`src/rtl/apple_placer_pkg.sv`:
```
// apple_placer_pkg: shared defaults and FSM state encoding for the apple placer
package apple_placer_pkg;
    localparam int          DEF_LFSR_W    = 16;
    localparam logic [15:0] DEF_TAPS      = 16'hB400;
    localparam logic [15:0] DEF_SEED      = 16'hACE1;
    localparam int          DEF_GRID_W    = 40;
    localparam int          DEF_GRID_H    = 30;
    localparam int          DEF_X_W       = 8;
    localparam int          DEF_Y_W       = 7;
    localparam int          DEF_MAX_TRIES = 32;
    typedef enum logic [2:0] {
        S_IDLE, S_DRAW, S_QUERY, S_WAIT, S_SCAN_Q, S_SCAN_W, S_DONE, S_FAIL
    } state_t;
endpackage

```
`src/rtl/lfsr_core.sv`:
```
// lfsr_core: free-running shift-left Fibonacci LFSR with zero-lock guard and seed load
module lfsr_core #(
    parameter int                LFSR_W = 16,
    parameter logic [LFSR_W-1:0] TAPS   = 16'hB400,
    parameter logic [LFSR_W-1:0] SEED   = 16'hACE1
) (
    input  logic              clk,
    input  logic              rst,
    input  logic              step,
    input  logic              load,
    input  logic [LFSR_W-1:0] load_val,
    output logic [LFSR_W-1:0] state
);
    // load beats the step; an all-zero state or zero load value falls back to SEED
    always_ff @(posedge clk)
        if (rst) state <= SEED;
        else if (load) state <= (load_val == '0) ? SEED : load_val;
        else if (state == '0) state <= SEED;
        else if (step) state <= {state[LFSR_W-2:0], ^(state & TAPS)};
endmodule

```
`src/rtl/apple_placer.sv`:
```
// apple_placer: random apple placement with occupancy query and scan fallback (option APPLE_PLACER_SEED_LOAD_EN)
module apple_placer
    import apple_placer_pkg::*;
#(
    parameter int                LFSR_W    = DEF_LFSR_W,
    parameter logic [LFSR_W-1:0] TAPS      = DEF_TAPS,
    parameter logic [LFSR_W-1:0] SEED      = DEF_SEED,
    parameter int                GRID_W    = DEF_GRID_W,
    parameter int                GRID_H    = DEF_GRID_H,
    parameter int                X_W       = DEF_X_W,
    parameter int                Y_W       = DEF_Y_W,
    parameter int                MAX_TRIES = DEF_MAX_TRIES
) (
    input  logic              clk,
    input  logic              rst,
    input  logic              req,
    output logic              busy,
    output logic              apple_valid,
    output logic              apple_fail,
    output logic [X_W-1:0]    ax,
    output logic [Y_W-1:0]    ay,
    output logic              occ_qry_valid,
    input  logic              occ_qry_ready,
    output logic [X_W-1:0]    occ_qry_x,
    output logic [Y_W-1:0]    occ_qry_y,
    input  logic              occ_rsp_valid,
    input  logic              occ_rsp_hit
`ifdef APPLE_PLACER_SEED_LOAD_EN
    ,
    input  logic              seed_load,
    input  logic [LFSR_W-1:0] seed_in
`endif
);
    localparam int CELLS = GRID_W * GRID_H;
    localparam int SC_W  = $clog2(CELLS + 1);
    localparam int T_W   = $clog2(MAX_TRIES + 1);

    state_t                 state, nxt;
    logic [LFSR_W-1:0]      lfsr;
    logic                   load;
    logic [LFSR_W-1:0]      load_val;
    logic [X_W+Y_W-1:0]     cand;
    logic [X_W-1:0]         cand_x, cx;
    logic [Y_W-1:0]         cand_y, cy;
    logic [T_W-1:0]         tries;
    logic [SC_W-1:0]        scnt;
    logic                   in_range, last_try, last_cell, x_end, rsp_hit, rsp_miss;

`ifdef APPLE_PLACER_SEED_LOAD_EN
    assign load     = seed_load;
    assign load_val = seed_in;
`else
    assign load     = 1'b0;
    assign load_val = '0;
`endif

    lfsr_core #(.LFSR_W(LFSR_W), .TAPS(TAPS), .SEED(SEED)) u_lfsr (
        .clk(clk), .rst(rst), .step(1'b1), .load(load), .load_val(load_val), .state(lfsr)
    );

    assign cand            = (X_W + Y_W)'(lfsr);
    assign {cand_y, cand_x} = cand;
    assign in_range  = (int'(cand_x) < GRID_W) && (int'(cand_y) < GRID_H);
    assign last_try  = tries == T_W'(MAX_TRIES - 1);
    assign last_cell = scnt == SC_W'(CELLS - 1);
    assign x_end     = int'(cx) == GRID_W - 1;
    assign rsp_hit   = occ_rsp_valid && occ_rsp_hit;
    assign rsp_miss  = occ_rsp_valid && !occ_rsp_hit;

    assign busy          = state != S_IDLE;
    assign apple_valid   = state == S_DONE;
    assign apple_fail    = state == S_FAIL;
    assign occ_qry_valid = (state == S_QUERY) || (state == S_SCAN_Q);
    assign occ_qry_x     = cx;
    assign occ_qry_y     = cy;

    // next-state logic: random draws until a free cell or the try budget runs out, then scan
    always_comb begin
        nxt = state;
        case (state)
            S_IDLE:   nxt = req ? S_DRAW : S_IDLE;
            S_DRAW:   nxt = in_range ? S_QUERY : last_try ? S_SCAN_Q : S_DRAW;
            S_QUERY:  nxt = occ_qry_ready ? S_WAIT : S_QUERY;
            S_WAIT:   nxt = rsp_miss ? S_DONE : !rsp_hit ? S_WAIT : last_try ? S_SCAN_Q : S_DRAW;
            S_SCAN_Q: nxt = occ_qry_ready ? S_SCAN_W : S_SCAN_Q;
            S_SCAN_W: nxt = rsp_miss ? S_DONE : !rsp_hit ? S_SCAN_W : last_cell ? S_FAIL : S_SCAN_Q;
            default:  nxt = S_IDLE;
        endcase
    end

    // state register plus candidate/cursor, try and scan counters, and the delivered apple
    always_ff @(posedge clk) begin
        if (rst) begin
            state <= S_IDLE;
            cx    <= '0;
            cy    <= '0;
            tries <= '0;
            scnt  <= '0;
            ax    <= '0;
            ay    <= '0;
        end else begin
            state <= nxt;
            if (state == S_IDLE) tries <= '0;
            if (state == S_DRAW) begin
                cx <= cand_x;
                cy <= cand_y;
                if (!in_range) tries <= tries + 1'b1;
            end
            if (state == S_WAIT && rsp_hit) tries <= tries + 1'b1;
            if (nxt == S_SCAN_Q && (state == S_DRAW || state == S_WAIT)) begin
                cx   <= '0;
                cy   <= '0;
                scnt <= '0;
            end
            if (state == S_SCAN_W && rsp_hit) begin
                scnt <= scnt + 1'b1;
                cx   <= x_end ? '0 : cx + 1'b1;
                cy   <= x_end ? cy + 1'b1 : cy;
            end
            if (nxt == S_DONE) begin
                ax <= cx;
                ay <= cy;
            end
        end
    end
endmodule

```
`config.mk`:
```
export PLATFORM = sky130hd
export DESIGN_NAME = apple_placer
export DESIGN_NICKNAME = d
export VERILOG_FILES = /design/src/rtl/apple_placer_pkg.sv /design/src/rtl/lfsr_core.sv /design/src/rtl/apple_placer.sv
export SDC_FILE = /design/constraint.sdc
export NUM_CORES = 1
export LEC_CHECK = 0
export CAP_MARGIN = 15
export CORE_MARGIN = 2
export CORE_UTILIZATION = 55
export CTS_CLUSTER_DIAMETER = 80
export CTS_CLUSTER_SIZE = 25
export DETAILED_ROUTE_END_ITERATION = 6
export PLACE_DENSITY = 0.79
export SLEW_MARGIN = 5
export SYNTH_ARGS = -nofsm -noshare
export SYNTH_HDL_FRONTEND = slang
export SYNTH_SLANG_ARGS = --single-unit
```
`constraint.sdc`:
```
create_clock -name clk -period 2.95 [get_ports clk]
set_clock_uncertainty 0.15 [all_clocks]
set_input_delay 0.59 -clock clk [delete_from_list [all_inputs] [get_ports clk]]
set_output_delay 0.59 -clock clk [all_outputs]
set_load 0.01 [all_outputs]
```
==> results of run 1 <==
-- cells by family (layout without fill, tap and decap cells) --
group | after synthesis | count (layout) | synth area share (%)
buffers and inverters | 29 | 73 | 4.30
AND/OR/NAND/NOR | 173 | 173 | 27.5
AO/OA/AOI/OAI | 56 | 56 | 13.8
XOR/XNOR | 14 | 14 | 3.91
flip-flops | 66 | 66 | 42.1
multiplexers | 20 | 20 | 6.50
adder cells (fa/ha/maj) | 5 | 5 | 1.99
-- synth_stat cells, drive strengths merged, types with 2 or more instances --
library cell / instances
and2: 7
or2: 2
nand4: 6
inv: 7
or3: 2
a31o: 2
and3: 7
a2111oi: 2
nand2: 25
dfxtp: 66
nand3: 14
mux2: 3
nand2b: 9
o21ai: 7
a21oi: 10
nor2b: 9
mux2i: 17
xor2: 9
nor4: 4
a41oi: 2
buf: 5
nor4b: 2
nor3: 32
ha: 5
o22ai: 3
a2bb2oi: 7
a31oi: 7
xnor2: 5
a311oi: 5
clkbuf: 17
nor2: 48
-- report_power, final --
group / internal, W / switching (W) / leakage [nW]
Combinational: 0.000106 / 0.000101 / 0.769
Sequential: 0.000928 / 0.0000495 / 0.540
Clock: 0.000473 / 0.000364 / 0.102
Total: 0.00151 / 0.000515 / 1.41
-- stage by stage --
step	instances	cell area (um2)	utilization (%)	total power, W
2_1_floorplan	363	3140	-	0.00111
3_3_place_gp	464	3620	65.7	0.00120
3_5_place_dp	464	3620	65.7	0.00120
4_1_cts	479	3830	69.6	0.00203
5_1_grt	479	3830	69.6	0.00210
6_report	479	3830	69.6	0.00202
-- critical path, cell delays in order (launching register included) --
cell and delay (ps):
dfxtp_1 520, nor2b_1 380, nor2_1 140, nor2_1 100, clkdlybuf4s50_1 530
-- area by class of cell --
type	count	share of cell area, %
clock inverters	6	2.41
clock buffers	9	3.23
inverters	7	0.685
flip-flops and latches	66	34.5
well taps	72	2.35
repair buffers	51	12.9
multi-input cells	268	44.0
-- sequential cells by signal (all words and copies together) (netlist names) --
register,cells
occ_qry_y,7
u_lfsr.state,16
state,3
tries,6
occ_qry_x,8
ay,7
scnt,11
ax,8
-- routing by layer --
layer | share of wire (%) | wire length [um]
met1 | 47 | 3430
met5 | 0 | 0
met3 | 5.2 | 377
met4 | 1.7 | 123
met2 | 46 | 3360
-- worst max-delay path by stage --
stage	from	to	slack, ps	cells past startpoint
2_1_floorplan	state[2]$_SDFF_PP0_	ax[4]$_SDFFE_PP0N_	640	9
3_3_place_gp	occ_rsp_valid	occ_qry_x[3]$_SDFFE_PP0P_	210	8
6_report	state[1]$_SDFF_PP0_	occ_qry_valid	200	4
5_1_grt	state[1]$_SDFF_PP0_	occ_qry_valid	40	4
3_5_place_dp	occ_rsp_valid	occ_qry_x[7]$_SDFFE_PP0P_	110	8
4_1_cts	state[1]$_SDFF_PP0_	occ_qry_valid	210	4
==> impl_results.md, run 1 <==
- Status: completed
- Final WL: approximately 7300 um
- Clk_lat worst skew: 350 ps
- First-pass GRT wire length: 12,100 um
- GRT busiest layer: met2
- HPWL after detailed placement: about 5000 um
- # setup viols final: 0
- Syn Area/Cell: around 8.6 um2
- CTS tree: yes
- TritonCTS Sinks: 66
- Leading area contributor after synthesis: dfxtp_1
- Die W: 79.6 um
- Hold path start: u_lfsr.state[12]$_SDFF_PP0_
- Vias in the first global route: between 2,000 and 3,000
- DR iter-0 viols: roughly 140
- Sequential element share of the synthesized area: roughly 42%
- Maximum clock rate: approximately 360 MHz
- Peak supply drop: ~290 uV
- TritonCTS Buffers: 9
- Antenna viol nets, final: 0
- Commonest non-fill, non-tap cells in the layout: 66 x dfxtp_1, 48 x nor2_1, 39 x clkdlybuf4s50_1
- Area growth from synthesis to layout: 22.2%
- # port buffers: 39
- Die ar.: roughly 6300 um2
- Worst-path maximum fanout: 10
- Via count: 2,792
- Synth top area cells: dfxtp_1 42%, nor2_1 5.7%, mux2i_1 5.4%
- Setup CP Type: register to output port
- Worst R2R Start: state[2]$_SDFF_PP0_
- Min Hold Slack: around 330 ps
- FFs w/ async S/R, synth: 0%
- Largest net degree at the start of global routing: 37
- Initial Util: between 50% and 60%
- Max-Cap Viols: 0
- FF-to-FF setup slack: roughly 350 ps
- Wire length per cell: 15.2 um
- Grt total ovfl: 0
- Final setup margin: ~200 ps
- CTS Hold Bufs: 0
- Row cnt: 27
- Pins Over Slew Limit: 0
- Hold-critical path depth: 2
- #FFs+latches synth: 66
- Fill count: between 400 and 500
- FF-to-FF End: occ_qry_y[3]$_SDFFE_PP0P_
- Seq. cell area: between 1000 and 1500 um2
- Slew HR: between 40% and 50%
- GRT Util Overall: between 20% and 30%
- Critical Path RT: around 2200 ps
- Footprint of the multi-input gates: roughly 1700 um2
- M1 GR Usage: 33.0%
- RSZ-0062 raised after global routing: false
- Share of the synthesized area in the top cell type: between 40% and 50%
- Resize count post-CTS: 0
- LEAKAGE: between 1 and 1.5 nW
- Final Wtd Congestion: roughly 0.87
- Setup repair bufs after CTS: 0
- Minimum clock period: approximately 2800 ps
- Layout cells sized above 1: a little under a tenth
- Ys flop type: dfxtp_1
- WHS Endpoint: u_lfsr.state[13]$_SDFF_PP1_
- First-pass DRT Iterations: 4
- Worst Tran Pin Value: around 860 ps
- Antenna fix cells: 0
- Setup_tns: 0 ps
- Max Buffers Root-to-Sink: 2
- Worst r2r path cells: 7
- Root cell of the clock tree: clkbuf_8
- H-tree levels: 3
- Vias per cell: slightly below 6
- I/O pins: 40
- Worst-path clk slew: 70 ps
- Commonest non-fill, non-tap cell in the layout: dfxtp_1
- Final net count: approximately 410
- Pre-CTS setup slack: between 100 and 150 ps
- Cell count after synthesis: between 300 and 400
- Worst Setup Start Kind: register
- Die Height: just under 80 um
- Core Region: 5510 um2
- Initial antenna violation count: 0
- Syn Nets: ~370
- DRC: 0
- Post-synth EDFFs: 0
- Yosys warnings: 0
- Crit path arrival time: roughly 2000 ps
- Fin. Hold Viols: 0
- Tcrit/Tclk final: between 90 and 100%
- Pwr Density: between 500 and 600 nW/um2
- Netlist cell types: 55
- Post-Syn Area: roughly 3100 um2
- Worst Hold Class: register to register
- Crit path capture type: output port
- GRT met2 Usage: between 30% and 40%
- Met3 Resource Use GR: under 10%
(Power assumes the default switching activity.)
==> run 2: changes to the inputs <==
--- a/config.mk
+++ b/config.mk
@@ -11,6 +11,7 @@
 export CTS_CLUSTER_DIAMETER = 80
 export CTS_CLUSTER_SIZE = 25
 export DETAILED_ROUTE_END_ITERATION = 6
+export MAX_ROUTING_LAYER = met4
 export PLACE_DENSITY = 0.79
 export SLEW_MARGIN = 5
 export SYNTH_ARGS = -nofsm -noshare
==> run 2 against run 1 <==
  * Core utilization is the same
  * Final cell count is the same
  * Via count grew 1.4%
  * Hold slack is essentially flat
  * Critical path type unchanged
  * Largest cell class unchanged
  * Largest power group unchanged
==> impl_results.md, run 2 (synthesis results as in run 1) <==
- Status: completed
- DRC: 0 (unchanged)
- TritonCTS Buffers: 9 (unchanged)
- Fin. Hold Viols: 0 (unchanged)
- Max-Cap Viols: 0 (unchanged)
- Worst Setup Start Kind: register
- Total power: 0.00202 W (about the same)
- Biggest regs: u_lfsr.state x16, scnt x11
- I/O pins: 40 (unchanged)
- Layout Utilization: 69.6% (unchanged)
- Layout cells sized above 1: 9.58% (unchanged)
- Crit path capture type: output port
- Antenna fix cells: 0 (unchanged)
- Row cnt: 27 (unchanged)
- Crit path arrival time: 2000 ps (about the same)
- Worst R2R Start: state[2]$_SDFF_PP0_
- Peak supply drop: 295 uV (about the same)
- HPWL after detailed placement: 4990 um (unchanged)
- Core Region: 5510 um2 (unchanged)
- Slowest CP cell: clkdlybuf4s50_1
- Initial antenna violation count: 0 (unchanged)
- Minimum clock period: 2740 ps (-12.4 ps)
- # setup viols final: 0 (unchanged)
- Clk_lat worst skew: 350 ps (about the same)
- Setup repair bufs after CTS: 0 (unchanged)
- Worst r2r path cells: 7 (unchanged)
- Via count: 2,830 (+1.4%)
- Commonest non-fill, non-tap cells in the layout: 66 x dfxtp_1, 48 x nor2_1, 39 x clkdlybuf4s50_1
- Vias in the first global route: 2,595 (+0.12%)
- LEAKAGE: 1.41 nW (unchanged)
- Slew HR: 41.2% (-0.50 points)
- FF-to-FF setup slack: 360 ps (about the same)
- First-pass GRT wire length: 12,100 um (about the same)
- Initial Util: 57.0% (unchanged)
- Area growth from synthesis to layout: 22.2% (unchanged)
- Wire length per cell: 15.2 um (-0.21%)
- Worst Hold Class: register to register
- Hold path start: u_lfsr.state[12]$_SDFF_PP0_
- Pins Over Slew Limit: 0 (unchanged)
- TritonCTS Sinks: 66 (unchanged)
- Pre-CTS setup slack: 112 ps (unchanged)
- Critical path, cell by cell: nor2b_1, nor2_1, nor2_1, clkdlybuf4s50_1
- Worst-path clk slew: 70 ps (about the same)
- Largest net degree at the start of global routing: 37 (unchanged)
- Grt total ovfl: 0 (unchanged)
- CTS Hold Bufs: 0 (unchanged)
- Worst-path maximum fanout: 10 (unchanged)
- GRT Util Overall: 25.1% (+0.66 points)
- Footprint of the multi-input gates: 1690 um2 (unchanged)
- Setup_tns: 0 ps (unchanged)
- Final net count: 414 (unchanged)
- First-pass DRT Iterations: 5 (+1)
- # port buffers: 39 (unchanged)
- Die Height: 79.6 um (unchanged)
- Hold-critical path depth: 2 (unchanged)
- CP peak stage delay: 530 ps (about the same)
- Final setup margin: 208 ps (+12.4 ps)
- Worst Tran Pin Value: 871 ps (+7.46 ps)
- H-tree levels: 3 (unchanged)
- Commonest non-fill, non-tap cell in the layout: dfxtp_1
- RSZ-0062 raised after global routing: false
- Vias per cell: 5.91 (+1.4%)
- DR iter-0 viols: 144 (+0.70%)
- Max reg flops: 16 (unchanged)
- Tcrit/Tclk final: 92.9% (-0.42 points)
- Fill count: 443 (unchanged)
- Most used cell along the critical path: nor2_1
- Maximum clock rate: 365 MHz (+0.45%)
- Die W: 79.6 um (unchanged)
- Root cell of the clock tree: clkbuf_8
- CTS tree: yes
- Largest Register: u_lfsr.state
- Setup CP Type: register to output port
- Pwr Density: 527 nW/um2 (about the same)
- Final WL: 7280 um (-0.21%)
- Resize count post-CTS: 0 (unchanged)
- Final Wtd Congestion: 0.880 (+1.6%)
- Antenna viol nets, final: 0 (unchanged)
- Critical Path RT: 2210 ps (about the same)
- Seq. cell area: 1320 um2 (unchanged)
- FF-to-FF End: occ_qry_y[3]$_SDFFE_PP0P_
- Max Buffers Root-to-Sink: 2 (unchanged)
- Die ar.: 6330 um2 (unchanged)
- WHS Endpoint: u_lfsr.state[13]$_SDFF_PP1_
## run 2: cell counts in the layout (fill, tap and decap cells not counted)
Identical to the previous run, type by type.
## run 2: final cells by class
type / instances / area share (%)
sequential: 66 / 34.5
inverter: 7 / 0.685
tap: 72 / 2.35
timing repair buffer: 51 / 12.9
clock inverter: 6 / 2.41
multi-input combinational: 268 / 44.0
clock buffer: 9 / 3.23
## run 2: report_power, final
group	internal [W]	total [W]	switching [W]
clock	0.000473	0.000837	0.000364
sequential	0.000928	0.000977	0.0000499
combinational	0.000106	0.000207	0.000101
## run 2: worst max-delay path by stage
stage / start / to / slack [ps] / cells past startpoint
2_1_floorplan: state[2]$_SDFF_PP0_ / ax[4]$_SDFFE_PP0N_ / 640 / 9
4_1_cts: state[1]$_SDFF_PP0_ / occ_qry_valid / 210 / 4
6_report: state[1]$_SDFF_PP0_ / occ_qry_valid / 210 / 4
3_3_place_gp: occ_rsp_valid / occ_qry_x[3]$_SDFFE_PP0P_ / 210 / 8
3_5_place_dp: occ_rsp_valid / occ_qry_x[7]$_SDFFE_PP0P_ / 110 / 8
5_1_grt: state[1]$_SDFF_PP0_ / occ_qry_valid / 40 / 4
## run 2: stage by stage
| step | cell area, um2 | hold WS [ps] | instances |
|---|---|---|---|
| after floorplan | 3140 | 280 | 363 |
| after global placement | 3620 | 306 | 464 |
| after detailed placement | 3620 | 314 | 464 |
| after CTS | 3830 | 331 | 479 |
| after global routing | 3830 | 352 | 479 |
| final | 3830 | 326 | 479 |
## run 2: routing by layer
metal	routed length, um	global-route usage (%)	vias to the layer above	part of all wire, %
met5	0	-	-	0
met4	140	11.6	0	1.9
met3	402	3.85	13	5.5
met2	3340	38.2	107	46
met1	3390	33.0	1333	47
li1	-	-	1377	-
## run 2: critical path, delay by kind of cell, from the launching register on
kind	cells	cell delay, ps
simple gates	3	610
buf+inv	1	530
flops	1	510
